## src/rtl/wb_pkg.sv

```systemverilog
// Shared encodings for the writeback stage: instruction kinds, load sizes,
// FSM state encoding and the load alignment rule.
package wb_pkg;

    localparam logic [1:0] KIND_ALU  = 2'b00;
    localparam logic [1:0] KIND_LOAD = 2'b01;
    localparam logic [1:0] KIND_NONE = 2'b10;

    localparam logic [1:0] SIZE_BYTE = 2'b00;
    localparam logic [1:0] SIZE_HALF = 2'b01;
    localparam logic [1:0] SIZE_WORD = 2'b10;

    typedef enum logic [1:0] {
        ST_IDLE  = 2'd0,
        ST_MEM   = 2'd1,
        ST_WRITE = 2'd2
    } wb_state_t;

    // The reserved size code behaves as a word, so it shares the word rule.
    function automatic logic is_misaligned(input logic [1:0] size, input logic [1:0] lo);
        logic bad;
        bad = 1'b0;
        case (size)
            SIZE_BYTE: bad = 1'b0;
            SIZE_HALF: bad = lo[0];
            default:   bad = (lo != 2'b00);
        endcase
        return bad;
    endfunction

endpackage

```

## src/rtl/load_align.sv

```systemverilog
// Little-endian lane select and sign/zero extension of a memory read word.
module load_align
    import wb_pkg::*;
#(
    parameter int WIDTH = 32
) (
    input  logic [WIDTH-1:0] rdata,
    input  logic [1:0]       lo,
    input  logic [1:0]       size,
    input  logic             is_unsigned,
    output logic [WIDTH-1:0] data
);

    logic [7:0]  byte_sel;
    logic [15:0] half_sel;

    always_comb begin
        byte_sel = rdata[7:0];
        case (lo)
            2'd0: byte_sel = rdata[7:0];
            2'd1: byte_sel = rdata[15:8];
            2'd2: byte_sel = rdata[23:16];
            default: byte_sel = rdata[31:24];
        endcase
        half_sel = lo[1] ? rdata[31:16] : rdata[15:0];
    end

    always_comb begin
        data = rdata;
        case (size)
            SIZE_BYTE: data = is_unsigned ? {{(WIDTH-8){1'b0}}, byte_sel}
                                          : {{(WIDTH-8){byte_sel[7]}}, byte_sel};
            SIZE_HALF: data = is_unsigned ? {{(WIDTH-16){1'b0}}, half_sel}
                                          : {{(WIDTH-16){half_sel[15]}}, half_sel};
            default:   data = rdata;
        endcase
    end

endmodule

```

## src/rtl/writeback_stage.sv

```systemverilog
// Final MIPS pipeline stage: accepts results, performs the data-memory read for
// loads, aligns load data and issues one-cycle register file writes.
module writeback_stage
    import wb_pkg::*;
#(
    parameter int WIDTH  = 32,
    parameter int REG_AW = 5
) (
    input  logic              Clk,
    input  logic              Reset,
    input  logic              InValid,
    output logic              InReady,
    input  logic [WIDTH-1:0]  InResult,
    input  logic [REG_AW-1:0] InDest,
    input  logic [1:0]        InKind,
    input  logic [1:0]        InSize,
    input  logic              InUnsigned,
    output logic              MemReq,
    output logic [WIDTH-1:0]  MemAddr,
    input  logic              MemAck,
    input  logic [WIDTH-1:0]  MemRdata,
    output logic [WIDTH-1:0]  WriteData,
    output logic [REG_AW-1:0] WriteRegister,
    output logic              RegWrite,
    output logic              AlignErr,
    output logic [1:0]        State
);

    // Handshake: a transfer happens at a rising edge where InValid && InReady;
    // InValid may be held across cycles, the offer is consumed only on transfer.
    wb_state_t         state_q, state_d;
    logic              accept;
    logic              mem_req_d, reg_write_d, align_err_d, ld_uns_q, ld_uns_d;
    logic [WIDTH-1:0]  mem_addr_d, write_data_d, aligned;
    logic [REG_AW-1:0] write_reg_d;
    logic [1:0]        ld_size_q, ld_size_d, ld_lo_q, ld_lo_d;

    assign InReady = (state_q != ST_MEM);
    assign accept  = InValid && InReady;
    assign State   = state_q;

    load_align #(.WIDTH(WIDTH)) u_align (
        .rdata       (MemRdata),
        .lo          (ld_lo_q),
        .size        (ld_size_q),
        .is_unsigned (ld_uns_q),
        .data        (aligned)
    );

    always_comb begin
        state_d      = state_q;
        mem_req_d    = MemReq;
        mem_addr_d   = MemAddr;
        write_data_d = WriteData;
        write_reg_d  = WriteRegister;
        reg_write_d  = 1'b0;
        align_err_d  = AlignErr;
        ld_size_d    = ld_size_q;
        ld_lo_d      = ld_lo_q;
        ld_uns_d     = ld_uns_q;
        case (state_q)
            ST_MEM: begin
                if (MemAck) begin
                    write_data_d = aligned;
                    mem_req_d    = 1'b0;
                    reg_write_d  = (WriteRegister != '0);
                    state_d      = ST_WRITE;
                end
            end
            default: begin
                state_d = ST_IDLE;
                if (accept) begin
                    case (InKind)
                        KIND_ALU: begin
                            write_data_d = InResult;
                            write_reg_d  = InDest;
                            reg_write_d  = (InDest != '0);
                            state_d      = ST_WRITE;
                        end
                        KIND_LOAD: begin
                            if (is_misaligned(InSize, InResult[1:0])) begin
                                align_err_d = 1'b1;
                            end else begin
                                mem_addr_d  = {InResult[WIDTH-1:2], 2'b00};
                                mem_req_d   = 1'b1;
                                write_reg_d = InDest;
                                ld_size_d   = InSize;
                                ld_lo_d     = InResult[1:0];
                                ld_uns_d    = InUnsigned;
                                state_d     = ST_MEM;
                            end
                        end
                        default: ;
                    endcase
                end
            end
        endcase
    end

    always_ff @(posedge Clk or posedge Reset) begin
        if (Reset) begin
            state_q       <= ST_IDLE;
            MemReq        <= 1'b0;
            MemAddr       <= '0;
            WriteData     <= '0;
            WriteRegister <= '0;
            RegWrite      <= 1'b0;
            AlignErr      <= 1'b0;
            ld_size_q     <= SIZE_WORD;
            ld_lo_q       <= 2'b00;
            ld_uns_q      <= 1'b0;
        end else begin
            state_q       <= state_d;
            MemReq        <= mem_req_d;
            MemAddr       <= mem_addr_d;
            WriteData     <= write_data_d;
            WriteRegister <= write_reg_d;
            RegWrite      <= reg_write_d;
            AlignErr      <= align_err_d;
            ld_size_q     <= ld_size_d;
            ld_lo_q       <= ld_lo_d;
            ld_uns_q      <= ld_uns_d;
        end
    end

endmodule
```

## config.mk

```make
export PLATFORM = sky130hd
export DESIGN_NAME = writeback_stage
export DESIGN_NICKNAME = d
export VERILOG_FILES = /design/src/rtl/wb_pkg.sv /design/src/rtl/load_align.sv /design/src/rtl/writeback_stage.sv
export SDC_FILE = /design/constraint.sdc
export NUM_CORES = 1
export LEC_CHECK = 0
export ABC_AREA = 1
export BUFFER_PORTS_ARGS = -buffer_cell sky130_fd_sc_hd__buf_2
export CORE_MARGIN = 5
export CORE_UTILIZATION = 50
export CTS_CLUSTER_DIAMETER = 60
export DETAILED_ROUTE_END_ITERATION = 16
export PLACE_DENSITY = 0.82
export SYNTH_ARGS = -nofsm -noshare
export SYNTH_HDL_FRONTEND = slang
export SYNTH_SLANG_ARGS = --single-unit
```

## constraint.sdc

```tcl
create_clock -name Clk -period 2.98 [get_ports Clk]
set_input_delay 0.596 -clock Clk [delete_from_list [all_inputs] [get_ports Clk]]
set_output_delay 0.596 -clock Clk [all_outputs]
set_load 0.1 [all_outputs]
```

==> out/metrics.cfg <==
[critical_path]
max_stage_delay_ns=0.54
slowest_stage=buf_2
crit_fanout=64
path_cells=inv_2 -> nand2_2 -> buf_4 -> buf_2
critPathBufInv=3
cp_top_family=buffers and inverters
end_kind=output pin
cp.required_ns=2.38
crit_type=flip-flop to output pin
cp.arrival_ns=1.94
crit_path_start_kind=flip-flop

[synth]
synth_area_leader_cell=dfrtp_1
synth-async-reset-ratio_pct=100
ys_seq_area_share_pct=47.0
synth_top_area_share_pct=46.3
synth_ff_type=dfrtp_1
ys_ff_latch=77
synthTopCellsByArea=dfrtp_1, nand2_1, a21oi_1, nand3_1, o21ai_2
syn_inst=530
synth_edf_count=0
synth_area_mm2=0.00411
synth.distinct_cells=32
syn_avg_cell_area_um2=7.75
ys.warnings.count=0

[sta]
skew_ns=0.00972
max_slew_margin_pct=27.9
fin_ws_ns=0.444
timing.final.crit_period_ns=2.54
tns_ns=0
setup_viol=0
period_share_pct=85.1
finalHoldViolations=0
fmax_mhz=394
drv_slew=0
worst_pin_slew_ns=1.08
worst_hold_slack_ns=0.310
rsz0062_at_grt=false

[cells_and_area]
antenna_cells=0
num-nets-final=740
fill_cells=749
drive_gt1_share_pct=31.4
synthToLayoutAreaGrowth_pct=23.3

[cts]
hold_buffers=0
insertion_delay_ns=0.35
cts_sinks=77
cts_buffers=9
cts_max_level=3
cts_buffer_depth=2
clkSlewWorstSetupHoldPaths_ns=0.08
post_cts_buffers=0
root_buffer=clkbuf_8
cts_tree=built
cts_resized=0

[floorplanning]
io_pins=153
die_area_mm2=0.0101
core-area_mm2=0.00809
initial_core_util_pct=50.7
fp-row-count=33
die_w_um=101
die_y_um=101

[route]
vias=4015
drtIter0Drc=302
route.detailed.drc=0
viasPerCell=5.21
firstDrtPassIters=5
wl_um=11800
ant_nets=0
routedWlPerCell_um=15.3

[global_routing]
grt_pass1_vias=3924
grt_max_degree=65
grt_pass1_wl_um=18900
antenna_found_initial=0
gr-total-overflow=0
grt_use_total_pct=23.5

[power_and_ir_drop]
power_mw=5.20
leakagePower_nw=2.73
power_density_mw_per_mm2=1030
peakVddDrop_v=0.000700

[min_path]
hold_class=primary input to async pin

[placement]
gp_congestion=0.890
pre_cts_ws_ns=0.565
portBuffers=150
dp_hpwl_um=8680

[flow_run]
cap_violations=0

[status]
outcome=finished, final reports clean

==> kinds of logic (layout without fill, tap and decap cells) <==
group,after synthesis,count (layout),synth area share (%)
AOI/OAI and AO/OA,131,131,18.2
buffers and inverters,76,211,9.30
DFF,77,77,47.0
other,1,2,0.0913
and+or+nand+nor,245,245,25.4
==> sequential cells by signal (all words and copies together) (netlist names) <==
register / flops
WriteRegister: 5
State: 2
RegWrite: 1
ld_size_q: 2
ld_lo_q: 2
WriteData: 32
ld_uns_q: 1
MemAddr: 30
MemReq: 1
AlignErr: 1
==> Yosys cell counts (4+ instances only) <==
master and instances:
inv_1 36, a21oi_1 78, nand2_1 150, buf_6 8, buf_4 6, clkbuf_1 7
o21ai_0 25, nor2_1 38, buf_2 11, nand3_1 41, inv_2 4, dfrtp_1 76
o21ai_2 18
==> where the power goes <==
| group | switching, mW | internal [mW] | total, mW | leakage [nW] |
|---|---|---|---|---|
| Clock | 0.372 | 0.660 | 1.03 | 0.130 |
| Sequential | 0.203 | 1.29 | 1.50 | 0.932 |
| Combinational | 2.26 | 0.414 | 2.68 | 1.67 |
| Total | 2.84 | 2.37 | 5.20 | 2.73 |
==> cell type report <==
class	instances	area, µm²	area share (%)
Sequential cell	77	1930	38.1
Multi-Input combinational cell	378	1800	35.5
Timing Repair Buffer	155	788	15.6
Inverter	41	155	3.06
Clock buffer	11	141	2.79
Tap cell	105	131	2.59
Clock inverter	4	120	2.37
==> per-stage QoR <==
| step | cell area (µm²) | util, % | std cells |
|---|---|---|---|
| 6_report | 5060 | 62.6 | 771 |
| 5_1_grt | 5060 | 62.6 | 771 |
| 4_1_cts | 5060 | 62.6 | 771 |
| 3_5_place_dp | 4800 | 59.3 | 756 |
| 3_3_place_gp | 4800 | 59.3 | 756 |
| 2_1_floorplan | 4110 | - | 531 |
==> routing by layer <==
| metal | routed length, µm | global-route usage [%] | up-vias |
|---|---|---|---|
| met4 | 131 | 6.01 | 0 |
| met5 | 0 | 0 | - |
| met2 | 5670 | 38.1 | 173 |
| met1 | 4960 | 31.0 | 1852 |
| li1 | - | - | 1974 |
| met3 | 1030 | 6.85 | 16 |
==> layout by cell type, fill, tap and decap left out <==
cell	Yosys	routed
nand2_1	150	150
buf_2	11	150
a21oi_1	78	78
dfrtp_1	76	76
nand3_1	41	41
nor2_1	38	38
inv_1	36	35
o21ai_0	25	25
o21ai_2	18	18
clkbuf_8	0	10
buf_4	6	5
inv_2	4	4
bufinv_16	0	4
nand2_2	3	3
nor2_2	3	3
a21oi_2	3	3
o21a_1	2	2
nand3_2	2	2
nor2_4	2	2
nor3_1	2	2
o22ai_1	2	2
conb_1	1	2
or2_2	1	1
clkinv_1	1	1
nor3b_4	1	1
o21ai_1	1	1
nand2_4	1	1
nor3b_1	1	1
clkinv_2	0	1
a21o_1	1	1
o211ai_1	1	1
clkbuf_1	7	1
dfstp_2	1	1
==> worst paths after layout <==
kind	start	endpoint	slack, ns	cells past startpoint
worst max-delay path	State[1]$_DFFE_PP0P_	InReady	0.44	4
max in group asynchronous	Reset	WriteData[15]$_DFFE_PP0P_	1.87	3
worst min-delay path	Reset	MemAddr[17]$_DFFE_PP0P_	0.31	2
worst max register to register	State[1]$_DFFE_PP0P_	WriteData[1]$_DFFE_PP0P_	0.62	9
worst min register to register	AlignErr$_DFFE_PP0P_	AlignErr$_DFFE_PP0P_	0.46	1
min in group Clk	AlignErr$_DFFE_PP0P_	AlignErr$_DFFE_PP0P_	0.46	1
(Power assumes the default switching activity.)
